==> src/rtl/phase2_control_sequencer_pkg.sv <==
// Shared definitions for the phase-2 hardwired control sequencer:
// state encoding, opcode constants and IR field geometry.
package phase2_control_sequencer_pkg;

   typedef enum logic [3:0] {
      ST_IDLE,
      ST_T0,
      ST_T1,
      ST_T2,
      ST_T3,
      ST_T4,
      ST_T5,
      ST_HALT,
      ST_FAULT
   } state_t;

   localparam int IR_W   = 32;
   localparam int IR_MSB = IR_W - 1;

   localparam int DEF_REG_COUNT = 16;
   localparam int DEF_REG_SEL_W = 4;
   localparam int DEF_OP_W      = 5;
   localparam int DEF_WAIT_MAX  = 15;

   // Opcodes 0 .. DEF_ALU_OPS-1 are register-register ALU instructions.
   localparam int          DEF_ALU_OPS = 13;
   localparam logic [4:0]  DEF_HALT_OP = 5'b11011;

   function automatic logic sel_in_range(input int sel, input int count);
      return (sel >= 0) && (sel < count);
   endfunction

endpackage

==> src/rtl/phase2_reg_decode.sv <==
// Register-field to one-hot decoder with enable; flags selectors that
// name a register the file does not have.
module phase2_reg_decode
   import phase2_control_sequencer_pkg::*;
#(
   parameter int REG_COUNT = DEF_REG_COUNT,
   parameter int REG_SEL_W = DEF_REG_SEL_W
) (
   input  logic                 en,
   input  logic [REG_SEL_W-1:0] sel,
   output logic [REG_COUNT-1:0] onehot,
   output logic                 out_of_range
);

   // NOTE: every output gets a default before any condition, so no latch is inferred.
   always_comb begin
      out_of_range = !sel_in_range(int'(sel), REG_COUNT);
      onehot       = '0;
      if (en && !out_of_range) begin
         for (int i = 0; i < REG_COUNT; i++) begin
            onehot[i] = (int'(sel) == i);
         end
      end
   end

endmodule

==> src/rtl/phase2_control_sequencer.sv <==
// Hardwired control unit: fetch (T0-T2) and register-register ALU execute
// (T3-T5) with run/stop, memory wait timeout, halt and illegal-opcode handling.
module phase2_control_sequencer
   import phase2_control_sequencer_pkg::*;
#(
   parameter int              REG_COUNT = DEF_REG_COUNT,
   parameter int              REG_SEL_W = DEF_REG_SEL_W,
   parameter int              OP_W      = DEF_OP_W,
   parameter int              ALU_OPS   = DEF_ALU_OPS,
   parameter logic [OP_W-1:0] HALT_OP   = OP_W'(DEF_HALT_OP),
   parameter int              WAIT_MAX  = DEF_WAIT_MAX
) (
   input  logic                 Clock,
   input  logic                 Reset,
   input  logic                 Run,
   input  logic                 MemReady,
   input  logic [IR_W-1:0]      IR_data,
   output logic                 PCout,
   output logic                 ZLOout,
   output logic                 MDRout,
   output logic                 MARin,
   output logic                 Zin,
   output logic                 PCin,
   output logic                 MDRin,
   output logic                 IRin,
   output logic                 Yin,
   output logic                 IncrementPC,
   output logic                 Read,
   output logic [REG_COUNT-1:0] Rin,
   output logic [REG_COUNT-1:0] Rout,
   output logic [OP_W-1:0]      ALUControl,
   output logic                 Halted,
   output logic                 Fault,
   output logic                 Illegal,
   output logic [31:0]          InstrCount
);

   // Fields are packed contiguously from the IR MSB downward: op, Ra, Rb, Rc.
   localparam int OP_LSB = IR_MSB - OP_W + 1;
   localparam int RA_LSB = OP_LSB - REG_SEL_W;
   localparam int RB_LSB = RA_LSB - REG_SEL_W;
   localparam int RC_LSB = RB_LSB - REG_SEL_W;
   localparam int WAIT_W = (WAIT_MAX < 2) ? 1 : $clog2(WAIT_MAX);

   state_t              state;
   logic [WAIT_W-1:0]   wait_cnt;

   logic [OP_W-1:0]      op;
   logic [REG_SEL_W-1:0] ra;
   logic [REG_SEL_W-1:0] rb;
   logic [REG_SEL_W-1:0] rc;
   logic                 is_halt;
   logic                 instr_ok;
   logic                 ra_bad;
   logic                 rsrc_bad;
   logic                 rout_en;
   logic [REG_SEL_W-1:0] rout_sel;
   logic                 unused_ir;

   assign op        = IR_data[OP_LSB +: OP_W];
   assign ra        = IR_data[RA_LSB +: REG_SEL_W];
   assign rb        = IR_data[RB_LSB +: REG_SEL_W];
   assign rc        = IR_data[RC_LSB +: REG_SEL_W];
   assign unused_ir = ^IR_data[RC_LSB-1:0];

   assign is_halt  = (op == HALT_OP);
   // In T3 the source decoder looks at Rb, so its range flag validates Rb.
   assign instr_ok = (int'(op) < ALU_OPS) && !ra_bad && !rsrc_bad
                     && sel_in_range(int'(rc), REG_COUNT);

   assign rout_sel = (state == ST_T4) ? rc : rb;
   assign rout_en  = ((state == ST_T3) && !is_halt && instr_ok) || (state == ST_T4);

   phase2_reg_decode #(
      .REG_COUNT (REG_COUNT),
      .REG_SEL_W (REG_SEL_W)
   ) u_rin_decode (
      .en           (state == ST_T5),
      .sel          (ra),
      .onehot       (Rin),
      .out_of_range (ra_bad)
   );

   phase2_reg_decode #(
      .REG_COUNT (REG_COUNT),
      .REG_SEL_W (REG_SEL_W)
   ) u_rout_decode (
      .en           (rout_en),
      .sel          (rout_sel),
      .onehot       (Rout),
      .out_of_range (rsrc_bad)
   );

   // NOTE: sequential state uses non-blocking assignments only, so every
   // register sees the pre-edge values of its neighbours.
   always_ff @(posedge Clock or posedge Reset) begin
      if (Reset) begin
         state      <= ST_IDLE;
         wait_cnt   <= '0;
         InstrCount <= '0;
         Halted     <= 1'b0;
         Fault      <= 1'b0;
      end else begin
         case (state)
            ST_IDLE: begin
               if (Run) state <= ST_T0;
            end
            ST_T0: begin
               wait_cnt <= '0;
               state    <= ST_T1;
            end
            ST_T1: begin
               if (MemReady) begin
                  state <= ST_T2;
               end else if (wait_cnt == WAIT_W'(WAIT_MAX - 1)) begin
                  state <= ST_FAULT;
                  Fault <= 1'b1;
               end else begin
                  wait_cnt <= wait_cnt + 1'b1;
               end
            end
            ST_T2: state <= ST_T3;
            ST_T3: begin
               if (is_halt) begin
                  state      <= ST_HALT;
                  Halted     <= 1'b1;
                  InstrCount <= InstrCount + 32'd1;
               end else if (instr_ok) begin
                  state <= ST_T4;
               end else begin
                  state <= Run ? ST_T0 : ST_IDLE;
               end
            end
            ST_T4: state <= ST_T5;
            ST_T5: begin
               InstrCount <= InstrCount + 32'd1;
               state      <= Run ? ST_T0 : ST_IDLE;
            end
            ST_HALT:  state <= ST_HALT;
            ST_FAULT: state <= ST_FAULT;
            default:  state <= ST_IDLE;
         endcase
      end
   end

   // Strobes are decoded from the registered state; only T1 looks at MemReady.
   always_comb begin
      PCout       = 1'b0;
      ZLOout      = 1'b0;
      MDRout      = 1'b0;
      MARin       = 1'b0;
      Zin         = 1'b0;
      PCin        = 1'b0;
      MDRin       = 1'b0;
      IRin        = 1'b0;
      Yin         = 1'b0;
      IncrementPC = 1'b0;
      Read        = 1'b0;
      ALUControl  = '0;
      Illegal     = 1'b0;
      case (state)
         ST_T0: begin
            PCout = 1'b1;
            MARin = 1'b1;
            Zin   = 1'b1;
         end
         ST_T1: begin
            Read  = 1'b1;
            MDRin = 1'b1;
            if (MemReady) begin
               ZLOout      = 1'b1;
               PCin        = 1'b1;
               IncrementPC = 1'b1;
            end
         end
         ST_T2: begin
            MDRout = 1'b1;
            IRin   = 1'b1;
         end
         ST_T3: begin
            if (!is_halt) begin
               if (instr_ok) Yin     = 1'b1;
               else          Illegal = 1'b1;
            end
         end
         ST_T4: begin
            Zin        = 1'b1;
            ALUControl = op;
         end
         ST_T5: ZLOout = 1'b1;
         default: ;
      endcase
   end

endmodule
==> config.mk <==
export PLATFORM = sky130hd
export DESIGN_NAME = phase2_control_sequencer
export DESIGN_NICKNAME = d
export VERILOG_FILES = /design/src/rtl/phase2_control_sequencer_pkg.sv /design/src/rtl/phase2_reg_decode.sv /design/src/rtl/phase2_control_sequencer.sv
export SDC_FILE = /design/constraint.sdc
export NUM_CORES = 1
export LEC_CHECK = 0
export ABC_AREA = 1
export BUFFER_PORTS_ARGS = -buffer_cell sky130_fd_sc_hd__buf_2
export CAP_MARGIN = 0
export CORE_MARGIN = 2
export CORE_UTILIZATION = 49
export DETAILED_ROUTE_END_ITERATION = 10
export GPL_TIMING_DRIVEN = 0
export PLACE_DENSITY_LB_ADDON = 0.3
export SYNTH_ARGS = -nofsm -noshare
export SYNTH_HDL_FRONTEND = slang
export SYNTH_SLANG_ARGS = --single-unit
==> constraint.sdc <==
create_clock -name Clock -period 1.8 [get_ports Clock]
set_input_delay 0.09 -clock Clock [delete_from_list [all_inputs] [get_ports Clock]]
set_output_delay 0.09 -clock Clock [all_outputs]
set_load 0.05 [all_outputs]
* After elaboration in Yosys (flattened, before gate mapping)
Cells that the tools add are included.
Word-level totals: logic and storage cells 98, register bits 42, memories kept 0, memory bits (read-only) 0, memory bits (writable) 0, bits in latches 0
Operators by class: reductions and logical operators 15, bitwise logic cells 1, $add $sub $neg 2, divide/modulo/power cells 0, $mul 0, eq/ne operators 45, multiplexer cells 29, shift operators 0, magnitude comparators 1
Operators by type and width (count):
- $eq 4x4->1 const B | 18
- $pmux 32 s2 | 1
- $eq 4x3->1 const B | 12
- $pmux 4 s9 | 1
- $add 32x1->32 const B | 1
- $mux 16 | 2
- $mux 32 | 1
- $eq 4x2->1 const B | 6
- $mux 4 | 6
- $mux 1 | 13
- $eq 4x1->1 const B | 3
- $logic_not 4->1 | 3
- $ne 2x2->1 const B | 4
- $pmux 4 s2 | 1
- $mux 3 | 2
- $reduce_and 2->1 | 3
- $reduce_and 3->1 | 2
- $eq 5x5->1 const B | 1
- $lt 5x4->1 const B | 1
- $mux 5 | 1
- $add 4x1->4 const B | 1
- $reduce_bool 2->1 | 2
- $ne 3x3->1 const B | 1
- $logic_and 1x1->1 | 2
- 5 further kinds | 5

* Depth between registers and ports, before layout
Gate-level depths: netlist (run 1).
word-level depth 6, mapped depth 10

* Cells and area by module
From an unflattened synthesis (run 1), not the netlist that was laid out.
Second synthesis, totals: cell total of the unflattened synthesis 460, area total of the unflattened synthesis 3025.4 um^2
By module, submodules not included:
- phase2_control_sequencer | sequential area each 1051.0 um^2, instances 1, area an instance 2750.1 um^2, cells each 394
- phase2_reg_decode (u_rin_decode) | sequential area each 0.0 um^2, instances 1, area an instance 151.4 um^2, cells each 35
- phase2_reg_decode (u_rout_decode) | sequential area each 0.0 um^2, instances 1, area an instance 123.9 um^2, cells each 31

* Least setup slack after synthesis (run 1)
Ideal clock, no wire load.
path kind flip-flop to output port, start register state[2], end output port MDRout, arrival 2.135 ns, stages on the path, launching flop included 5, path buffers 1, slack -0.425 ns, cells stage by stage dfrtp_1 -> nor2_1 -> inv_1 -> nor3_1 -> buf_4
On the way: word-level cells in the longest chain between the ends 2
RTL lines:
- from (decl) | RTL line phase2_control_sequencer.sv:45 | state_t state;
- from (signal assigned) | RTL line phase2_control_sequencer.sv:131 | state <= Run ? ST_T0 : ST_IDLE;
- from (signal assigned) | RTL line phase2_control_sequencer.sv:137 | state <= Run ? ST_T0 : ST_IDLE;
- $eq 4x2->1
- $mux 1
- to (decl) | RTL line phase2_control_sequencer.sv:20 | output logic MDRout,
Every way passes these cells.

* Worst setup path after layout (run 1)
start register state[3], end output port Rout[12]
On the way: word-level cells in the longest chain between the ends 5, elaborated cells between the ends (all ways) 8
RTL lines:
- branches (longest 4 deep; another with $eq 4x3->1)
- $mux 16 (*) | RTL line phase2_reg_decode.sv:19 | if (en && !out_of_range) begin
- to (decl) | RTL line phase2_control_sequencer.sv:30 | output logic [REG_COUNT-1:0] Rout,
Every way passes the cells marked *.

==> run_results.csv, run 1 <==
group,metric,value,unit
run_status,status,"complete, but fails checks",
run_status,violations,"setup timing",
worst_setup_path,r2r_cells,8,
logic_synthesis,syn_area_per_cell,6.23,um^2
placement,place_area,0.00359,mm^2
worst_setup_path,crit_path_max_fanout,6,
worst_setup_path,endpoint,"Rout[12]",
clocking,h-tree-depth,2,
die,rows,28,
power_and_ir_drop,cellPowerDensity,926,mW/mm^2
timing,setup_violations,44,
detailed_routing,first_pass_iters,5,
worst_setup_path,crit_chain,"inv_2 > nand2_4 > inv_4 > nand2_4 > buf_8 > nand2_2 > o21ai_4 > inv_2 > nand2_4 > nor2_2 > buf_6",
finish,final_cell_area,0.00429,mm^2
logic_synthesis,synth_xor_area_frac,0.0473,
timing,fin_crit_sh,1.21,
detailed_routing,ant_nets,0,
timing,fmax,461,MHz
clocking,clkLatencyLatePin,0.30,ns
logic_synthesis,synth_area,0.00296,mm^2
logic_synthesis,synth_compound_area_frac,0.0376,
detailed_routing,drt_iter0_markers,303,
worst_setup_path,crit_type,"flop to primary output",
global_routing,grt_overflow,0,
timing,hold_violations,0,
timing,drv_slew,0,
placement,post-dp-hpwl,6130,um
clocking,cts.sinks,42,
worst_setup_path,crit_path_frequent_cell,"nand2_4",
logic_synthesis,ys_seq_elements,42,
timing,fin_crit,2.17,ns
worst_setup_path,critPathBufInv,5,
timing,max_slew.worst_pin.slew,0.946,ns
detailed_routing,drt-total-wl,11300,um
logic_synthesis,synth_top_family_by_area,"simple AND/OR/NAND/NOR gates",
finish,fill_cells,434,
timing,worst_slack,-0.371,ns
worst_setup_path,cp.depth,11,
die,start_util,0.504,
detailed_routing,drc_errors,0,
die,die-area,0.00669,mm^2
clocking,cts_tree,"done",
logic_synthesis,synth_cell_types,26,
finish,layout-drive-gt1-share,0.326,
logic_synthesis,ys_seq_area_frac,0.355,
global_routing,grt_pass1_vias,3182,
finish,num_antenna_cells,0,
worst_setup_path,crit_family,"buffers and inverters",
detailed_routing,wl_per_cell,16.5,um
die,io_pins,119,
global_routing,grt_start_max_net_pins,43,
worst_setup_path,start_kind,"flop",
global_routing,antenna_found_initial,1,
worst_setup_path,reg2reg_from,"state[3]$_DFFE_PP0P_",
placement,port_buffers,103,
die,core_area,0.00589,mm^2
clocking,clk_pin_slew,0.08,ns
detailed_routing,viasPerCell,5.36,
worst_setup_path,critPathSlowestCell,"dfrtp_1",
global_routing,grt_pass1_wl,14700,um
logic_synthesis,yosys.area_share.simple,0.446,
timing,finalSetupTns,-7.98,ns
finish,nets,646,
power_and_ir_drop,irDropWorstVdd,0.000653,V
finish,area_growth,44.9,%
finish,layoutNonFillerInstCount,683,
placement,dp_cells,654,
clocking,clockBufferDepth,2,
power_and_ir_drop,leakage,2.18,nW
die,die_y,81.8,um
clocking,cts_root_buffer,"clkbuf_8",
logic_synthesis,synthAdderAreaFrac,0.0127,
die,die_w,81.8,um
finish,layout.area.seq,0.00105,mm^2
worst_setup_path,r2r_end,"wait_cnt[1]$_DFFE_PP0P_",
logic_synthesis,syn-num-nets,515,
finish,multiInputGateArea,0.00184,mm^2
hold_path,hold_class,"input port to flop",
logic_synthesis,muxShareOfSynthArea,0,
timing,slew_headroom,0.362,
worst_setup_path,required,1.71,ns
worst_setup_path,cp-startpoint,"state[3]$_DFFE_PP0P_",
timing,rsz0062_at_grt,"true",
clocking,numCtsBuffers,5,
timing,fin_skew,0.00603,ns
logic_synthesis,syn_inst,476,
worst_setup_path,r2r_slack,-0.01,ns
worst_setup_path,end_kind,"primary output",
run,cap_violations,0,
placement,gp_congestion,0.928,
global_routing,track_usage,0.286,
detailed_routing,vias,3658,
worst_setup_path,worst_ep_arrival_time,2.08,ns
logic_synthesis,yosys_warnings,0,
worst_setup_path,slowest_delay,0.40,ns
-- synth_stat cells --
library cell | count | area share
o211ai_1 | 1 | 0.0025
nand2_2 | 6 | 0.013
ha_1 | 3 | 0.013
inv_2 | 3 | 0.0038
o21ai_0 | 9 | 0.015
buf_4 | 6 | 0.015
nand3_1 | 27 | 0.046
xor2_1 | 5 | 0.015
o21ai_1 | 2 | 0.0034
nand2_1 | 169 | 0.21
nor2_4 | 1 | 0.0038
a21oi_1 | 3 | 0.0051
buf_6 | 2 | 0.0076
xnor2_1 | 11 | 0.033
o21a_1 | 1 | 0.0025
dfrtp_1 | 42 | 0.35
nand3_2 | 1 | 0.0034
nor2_2 | 1 | 0.0021
o21ai_2 | 3 | 0.0089
inv_1 | 58 | 0.073
nand3b_1 | 1 | 0.0025
nand4_1 | 8 | 0.017
buf_2 | 1 | 0.0017
nor2_1 | 109 | 0.14
nand2_4 | 1 | 0.0038
nor3_1 | 2 | 0.0034
-- routing by layer --
| layer | wire [um] | global-route usage |
|---|---|---|
| met1 | 4050 | 0.311 |
| met2 | 5390 | 0.492 |
| met5 | 0 | 0 |
| met4 | 657 | 0.157 |
| met3 | 1200 | 0.0912 |
-- worst min-delay path by stage --
stage | startpoint | slack [ns] | to | cells after the start
2_1_floorplan | IR_data[31] | 0.27 | Halted$_DFFE_PP0P_ | 2
3_3_place_gp | MemReady | 0.41 | Fault$_DFFE_PP0P_ | 4
3_5_place_dp | Reset | 0.33 | InstrCount[17]$_DFFE_PP0P_ | 2
4_1_cts | MemReady | 0.1 | Fault$_DFFE_PP0P_ | 4
5_1_grt | MemReady | 0.14 | Fault$_DFFE_PP0P_ | 4
6_report | MemReady | 0.12 | Fault$_DFFE_PP0P_ | 4
-- cell type report --
type,count,area share
clock buffer,6,0.0192
inverter,61,0.0539
buffer,9,0.0213
multi-input combinational,364,0.428
tap,75,0.0219
sequential,42,0.245
clock inverter,2,0.00291
timing repair buffer,124,0.207
-- what timing repair did --
item	in CTS	in global routing
pin swaps	7	11
resized for setup	76	61
hold buffers	1	0
endpoints found under the setup margin	33	80
setup buffers	14	7
gates cloned	0	1
endpoints found under the hold margin	7	0
-- where the power goes --
part / internal (mW) / switching (mW) / total [mW] / leakage (nW)
sequential: 1.05 / 0.121 / 1.17 / 0.562
clock: 0.308 / 0.341 / 0.649 / 0.0472
combinational: 0.677 / 1.48 / 2.16 / 1.57
-- placed cells by master, fill, tap and decap left out, types with 2 or more instances in the layout --
cell and n:
nand2_1 164, nor2_1 86, buf_2 63, inv_1 52, dfrtp_1 40, buf_4 37, nand3_1 24, buf_6 16
nor2_2 16, xnor2_1 11, nand2_4 9, nor2_4 9, inv_2 8, buf_8 8, nand4_1 8, o21ai_0 8
clkbuf_4 7, clkbuf_8 6, xor2_1 5, nand3_2 3, a21oi_1 3, o21ai_4 3, ha_1 3, dfrtp_2 2
nand2_2 2, o21ai_2 2
-- through the flow --
stage           util  hold WS (ns)  power [mW]  setup slack (ns)
2_1_floorplan      -         0.269        2.39           -0.0600
3_3_place_gp   0.609         0.415        2.70            0.0469
3_5_place_dp   0.609         0.326        2.73            0.0543
4_1_cts        0.684        0.0997        3.63           -0.0618
5_1_grt        0.730         0.136        4.16            -0.442
6_report       0.730         0.117        3.97            -0.371
-- cell families after synthesis --
group	after synthesis
AND/OR/NAND/NOR	326
buffers and inverters	70
flip-flops	42
AO/OA/AOI/OAI	19
XOR/XNOR	16
adder cells (fa/ha/maj)	3
-- worst min-delay path, delay by kind of cell --
family / cells / cell delay [ns]
buffers and inverters: 1 / 0.09
AND/OR/NAND/NOR: 3 / 0.21
-- flip-flops by register name (all words and copies together), names as in the netlist --
register and count:
Fault 1, Halted 1, InstrCount 32, state 4, wait_cnt 4
Power figures use the tool's default switching activity.
==> inputs of run 2 (changes only) <==
==> constraint.sdc (replaced) <==
create_clock -name Clock -period 1.8 [get_ports Clock]
set_input_delay 0.18 -clock Clock [delete_from_list [all_inputs] [get_ports Clock]]
set_output_delay 0.18 -clock Clock [all_outputs]
set_load 0.05 [all_outputs]
==> run 2 against run 1 <==
- the flow still finishes with violations (setup timing)
- wire length shrank 2.6%
- critical endpoint unchanged
- maximum frequency shrank 1.3%
- count of clock-buffer cells in the layout is the same
- flip-flop and latch count is the same
- clock skew is essentially flat
- worst setup slack lost 0.028 ns
- largest cell class unchanged
- critical path depth shrank 3
==> run_results.csv, run 2 (synthesis gave the netlist of run 1 again) <==
group,metric,value,unit
finish,top_regs,"InstrCount: 32 flops, state: 4 flops, wait_cnt: 4 flops",
detailed_routing,vias,3660,
timing,fin_skew,0.00567,ns
timing,rsz0062_at_grt,"true",
detailed_routing,m1WireLength,3910,um
timing,drv_slew,0,
power_and_ir_drop,swShare,0.486,
power_and_ir_drop,power_frac_clock,0.166,
detailed_routing,first_pass_iters,6,
placement,gp_congestion,0.928,
worst_setup_path,r2r_cells,13,
placement,port_buffers,103,
power_and_ir_drop,power_frac_seq,0.296,
power_and_ir_drop,switching_power,1.91,mW
finish,area_growth,43.1,%
die,io_pins,119,
global_routing,grt_pass1_wl,14500,um
hold_path,hold_class,"input port to asynchronous set/reset pin",
die,core_area,0.00589,mm^2
worst_setup_path,start_kind,"flop",
worst_setup_path,r2r_slack,-0.16,ns
worst_setup_path,crit_type,"flop to primary output",
timing,fin_crit_sh,1.22,
run_status,violations,"setup timing",
finish,layout-drive-gt1-share,0.327,
detailed_routing,ant_nets,0,
clocking,clk_pin_slew,0.08,ns
global_routing,grt_start_max_net_pins,43,
detailed_routing,highest_layer,"met4",
power_and_ir_drop,leakage,2.13,nW
worst_setup_path,required,1.62,ns
worst_setup_path,crit_chain,"inv_2 > nor2_2 > nand2_4 > buf_8 > o21ai_4 > nand3_1 > nor2_2 > buf_6",
detailed_routing,drt_iter0_markers,281,
die,die-area,0.00669,mm^2
detailed_routing,drc_errors,0,
power_and_ir_drop,intPower,2.01,mW
timing,worst_slack,-0.399,ns
timing,hold_violations,0,
clocking,clockBufferDepth,2,
timing,setup_violations,74,
clocking,cts.sinks,42,
detailed_routing,viasPerCell,5.40,
worst_setup_path,crit_path_max_fanout,6,
timing,max_slew.worst_pin.slew,0.874,ns
timing,slew_headroom,0.416,
clocking,numCtsBuffers,5,
timing,fin_hold_ws,0.0556,ns
clocking,clkLatencyLatePin,0.30,ns
clocking,cts_root_buffer,"clkbuf_8",
global_routing,grt_pass1_vias,3181,
worst_setup_path,slowest_delay,0.39,ns
clocking,cts_tree,"done",
worst_setup_path,crit_path_frequent_cell,"nor2_2",
placement,pre_cts_slack,-0.0357,ns
finish,final_cell_area,0.00424,mm^2
finish,largest_register_ffs,32,
power_and_ir_drop,p_comb_frac,0.538,
placement,post-dp-hpwl,6130,um
clocking,postCtsHoldBufs,0,
finish,final_common_cell,"nand2_1",
clocking,h-tree-depth,2,
detailed_routing,route.met3.wl,1130,um
global_routing,track_usage,0.282,
finish,final_cell_mix,"nand2_1, nor2_1, buf_2",
die,die_w,81.8,um
global_routing,antenna_found_initial,0,
worst_setup_path,critPathSlowestCell,"dfrtp_1",
run_status,status,"complete, but fails checks",
detailed_routing,wl_per_cell,16.2,um
detailed_routing,drt-total-wl,11000,um
die,rows,28,
worst_setup_path,end_kind,"primary output",
timing,fin_crit,2.20,ns
finish,num_antenna_cells,0,
power_and_ir_drop,cellPowerDensity,924,mW/mm^2
worst_setup_path,r2r_end,"InstrCount[12]$_DFFE_PP0P_",
finish,top_register,"InstrCount",
worst_setup_path,worst_ep_arrival_time,2.02,ns
worst_setup_path,reg2reg_from,"state[0]$_DFFE_PP0P_",
die,die_y,81.8,um
timing,fmax,455,MHz
finish,nets,641,
placement,place_area,0.00359,mm^2
power_and_ir_drop,irDropWorstVdd,0.000638,V
die,start_util,0.504,
global_routing,grt_overflow,0,
run,cap_violations,0,
timing,finalSetupTns,-12.34,ns
detailed_routing,met2WireLength,5340,um
## run 2: cell count changes in the layout (fill, tap and decap cells not counted), moves of 2 or more
cell | before | now
o21ai_1 | 1 | 3
nand2_1 | 164 | 161
nand2_2 | 2 | 9
clkbuf_4 | 7 | 2
buf_6 | 16 | 20
nand3_1 | 24 | 26
o21ai_0 | 8 | 6
buf_2 | 63 | 55
buf_4 | 37 | 43
nand3_2 | 3 | 1
nand2_4 | 9 | 6
## run 2: worst max-delay path, delay by kind of cell (launching register included)
kind                   cells  cell delay [ns]
AOI/OAI and AO/OA          1             0.10
buffers and inverters      3             0.44
DFF                        1             0.39
and+or+nand+nor            4             0.77
## run 2: worst max path at each step
stage          slack (ns)            startpoint                   endpoint  depth (start not counted)
6_report            -0.40  state[0]$_DFFE_PP0P_                   Rout[12]                          8
5_1_grt             -0.44  state[1]$_DFFE_PP0P_                     Rin[3]                          7
4_1_cts             -0.15  state[3]$_DFFE_PP0P_                    Rout[7]                          9
3_5_place_dp        -0.04  state[1]$_DFFE_PP0P_                   Rout[11]                          8
3_3_place_gp        -0.04                 Reset  InstrCount[0]$_DFFE_PP0P_                          2
2_1_floorplan       -0.15  state[3]$_DFFE_PP0P_                   Rout[12]                         10
## run 2: power groups by stage
stage | Clock, mW | Combinational (mW) | Sequential, mW
floorplan | 0 | 1.09 | 1.30
global placement | 0 | 1.53 | 1.17
detailed placement | 0 | 1.56 | 1.17
CTS | 0.665 | 1.87 | 1.16
global route | 0.709 | 2.21 | 1.18
finish | 0.651 | 2.11 | 1.16
## run 2: metrics by stage
stage                     total power, mW  instances  utilization
after global placement               2.70        654        0.609
after detailed placement             2.73        654        0.609
after CTS                            3.69        677        0.692
after global routing                 4.10        678        0.721
after floorplan                      2.39        476            -
final                                3.92        678        0.721
## run 2: what timing repair did
action | CTS | global route
pin swaps | 7 | 8
endpoints found under the setup margin | 36 | 81
resized for setup | 95 | 55
setup buffers | 15 | 1
## run 2: layout make-up
cell class	count	area, um^2
timing repair buffer	119	868
tap	75	93.8
fill	440	1640
clock buffer	6	82.6
clock inverter	2	12.5
sequential	42	1050
multi-input combinational	364	1810
buffer	9	90.1
inverter	61	231
## run 2: routing by layer
metal,vias up,track usage
li1,1697,-
met1,1663,0.303
met2,235,0.520
met3,65,0.0571
met4,0,0.142
met5,-,0
==> inputs of run 3 (changes only) <==
--- a/config.mk
+++ b/config.mk
@@ -8,6 +8,7 @@
 export ABC_AREA = 1
 export BUFFER_PORTS_ARGS = -buffer_cell sky130_fd_sc_hd__buf_2
 export CAP_MARGIN = 0
+export CORE_ASPECT_RATIO = 0.75
 export CORE_MARGIN = 2
 export CORE_UTILIZATION = 49
 export DETAILED_ROUTE_END_ITERATION = 10
==> run 3 against run 2 <==
- critical path type unchanged
- largest power group unchanged
- hold slack lost 0.0073 ns
- die area is essentially flat
- sequential share of layout area shrank 3.1 points
- register-to-register slack gained 0.03 ns
- flip-flop and latch count is the same
- the run still ends with setup timing left
- largest cell class unchanged
==> run_results.csv, run 3 (synthesis gave the netlist of run 1 again) <==
group,metric,value,unit
finish,layoutNonFillerInstCount,691,
detailed_routing,drt-total-wl,14200,um
hold_path,hold_class,"input port to asynchronous set/reset pin",
die,io_pins,119,
timing,drv_slew,0,
finish,final_util,0.831,
clocking,postCtsHoldBufs,0,
die,die_w,93.8,um
timing,rsz0062_at_grt,"true",
global_routing,grt_start_max_net_pins,43,
timing,fmax,443,MHz
clocking,clk_pin_slew,0.09,ns
global_routing,grt_overflow,0,
placement,dp_cells,657,
worst_setup_path,crit_chain,"inv_2 > buf_6 > nor2_4 > nand2_8 > clkinv_8 > buf_6 > nand3_4 > nor2_4 > buf_8",
timing,fin_crit,2.26,ns
worst_setup_path,crit_family,"simple AND/OR/NAND/NOR gates",
worst_setup_path,crit_path_max_fanout,4,
finish,largest_register_ffs,32,
run,cap_violations,0,
worst_setup_path,critPathSlowestCell,"dfrtp_1",
worst_setup_path,start_kind,"flop",
clocking,clkLatencyLatePin,0.32,ns
detailed_routing,wl_per_cell,20.5,um
clocking,clockBufferDepth,2,
finish,fill_cells,313,
worst_setup_path,worst_ep_arrival_time,2.08,ns
run_status,status,"complete, but fails checks",
worst_setup_path,critPathBufInv,5,
placement,pre_cts_slack,0.0115,ns
die,core_area,0.00583,mm^2
finish,num_antenna_cells,0,
detailed_routing,vias,4122,
global_routing,grt_pass1_vias,3189,
power_and_ir_drop,cellPowerDensity,907,mW/mm^2
worst_setup_path,required,1.62,ns
timing,setup_violations,64,
detailed_routing,drc_errors,0,
clocking,h-tree-depth,2,
die,die_y,71.4,um
finish,area_growth,63.3,%
clocking,cts.sinks,42,
worst_setup_path,r2r_slack,-0.13,ns
finish,layout.area.seq,0.00105,mm^2
global_routing,grt_pass1_wl,14200,um
finish,final_common_cell,"nand2_1",
detailed_routing,viasPerCell,5.97,
die,rows,24,
timing,fin_skew,0.0184,ns
finish,final_cell_mix,"nand2_1, nor2_1, buf_2",
clocking,numCtsBuffers,5,
timing,slew_headroom,0.396,
timing,max_slew.worst_pin.slew,0.905,ns
timing,hold_violations,0,
placement,port_buffers,103,
detailed_routing,ant_nets,0,
finish,top_regs,"InstrCount: 32 flops, state: 4 flops, wait_cnt: 4 flops",
clocking,cts_root_buffer,"clkbuf_8",
worst_setup_path,end_kind,"primary output",
finish,layout-drive-gt1-share,0.387,
worst_setup_path,slowest_delay,0.45,ns
power_and_ir_drop,leakage,2.26,nW
finish,multiInputGateArea,0.00213,mm^2
timing,fin_crit_sh,1.25,
global_routing,antenna_found_initial,0,
worst_setup_path,crit_type,"flop to primary output",
global_routing,track_usage,0.267,
detailed_routing,drt_iter0_markers,598,
run_status,violations,"setup timing",
timing,worst_slack,-0.455,ns
die,start_util,0.509,
placement,gp_congestion,0.906,
finish,top_register,"InstrCount",
placement,post-dp-hpwl,6270,um
die,die-area,0.00669,mm^2
finish,nets,651,
clocking,cts_tree,"done",
detailed_routing,first_pass_iters,6,
power_and_ir_drop,irDropWorstVdd,0.000709,V
-- run 3: cell types whose count changed in the layout (fill, tap and decap cells not counted), moves of 5 or more --
cell	change
nor2_4	+25
buf_8	+16
buf_6	+7
nand2_8	+5
nor2_1	-21
buf_4	-18
-- run 3: cell type report --
| cell class | count | share of cell area |
|---|---|---|
| Buffer | 9 | 0.0212 |
| Clock buffer | 6 | 0.0150 |
| Clock inverter | 2 | 0.00207 |
| Inverter | 61 | 0.0504 |
| Multi-Input combinational cell | 364 | 0.439 |
| Sequential cell | 42 | 0.217 |
| Tap cell | 78 | 0.0202 |
| Timing Repair Buffer | 129 | 0.234 |
-- run 3: power by group --
group / internal (mW) / total, mW / switching (mW)
Combinational: 0.879 / 2.56 / 1.68
Clock: 0.270 / 0.635 / 0.365
Sequential: 1.04 / 1.19 / 0.147
Total: 2.19 / 4.39 / 2.20
-- run 3: path summary, 6_finish.rpt --
path / startpoint / to / cells after the start
max: state[1]$_DFFE_PP0P_ / Rin[15] / 9
min: Reset / state[1]$_DFFE_PP0P_ / 2
max reg2reg: state[1]$_DFFE_PP0P_ / InstrCount[12]$_DFFE_PP0P_ / 11
min reg2reg: Fault$_DFFE_PP0P_ / Fault$_DFFE_PP0P_ / 2
max in group asynchronous: Reset / InstrCount[0]$_DFFE_PP0P_ / 2
min in group Clock: MemReady / Fault$_DFFE_PP0P_ / 4
-- run 3: what timing repair did --
| action | 4_1_cts | 5_1_grt |
|---|---|---|
| setup endpoints to repair | 33 | 74 |
| buffers inserted | 9 | 18 |
| pin swaps | 6 | 22 |
| gates cloned | 0 | 2 |
| gates resized for setup | 95 | 175 |
-- run 3: stage by stage --
step / power (mW) / hold WS, ns / setup TNS, ns / instance area [um^2]
final: 4.39 / 0.0482 / -12.91 / 4840
after global routing: 4.52 / 0.140 / -15.64 / 4840
after CTS: 3.55 / 0.101 / -3.05 / 4020
after detailed placement: 2.73 / 0.424 / 0 / 3590
after global placement: 2.70 / 0.445 / -0.0270 / 3590
after floorplan: 2.39 / 0.359 / -2.23 / 2980
-- run 3: layer usage --
layer	global-route usage	routed length [um]	vias to the layer above
met5	0	0	-
met4	0.103	1220	0
met3	0.0442	1810	136
met2	0.453	6230	404
met1	0.346	4940	1863
li1	-	-	1719
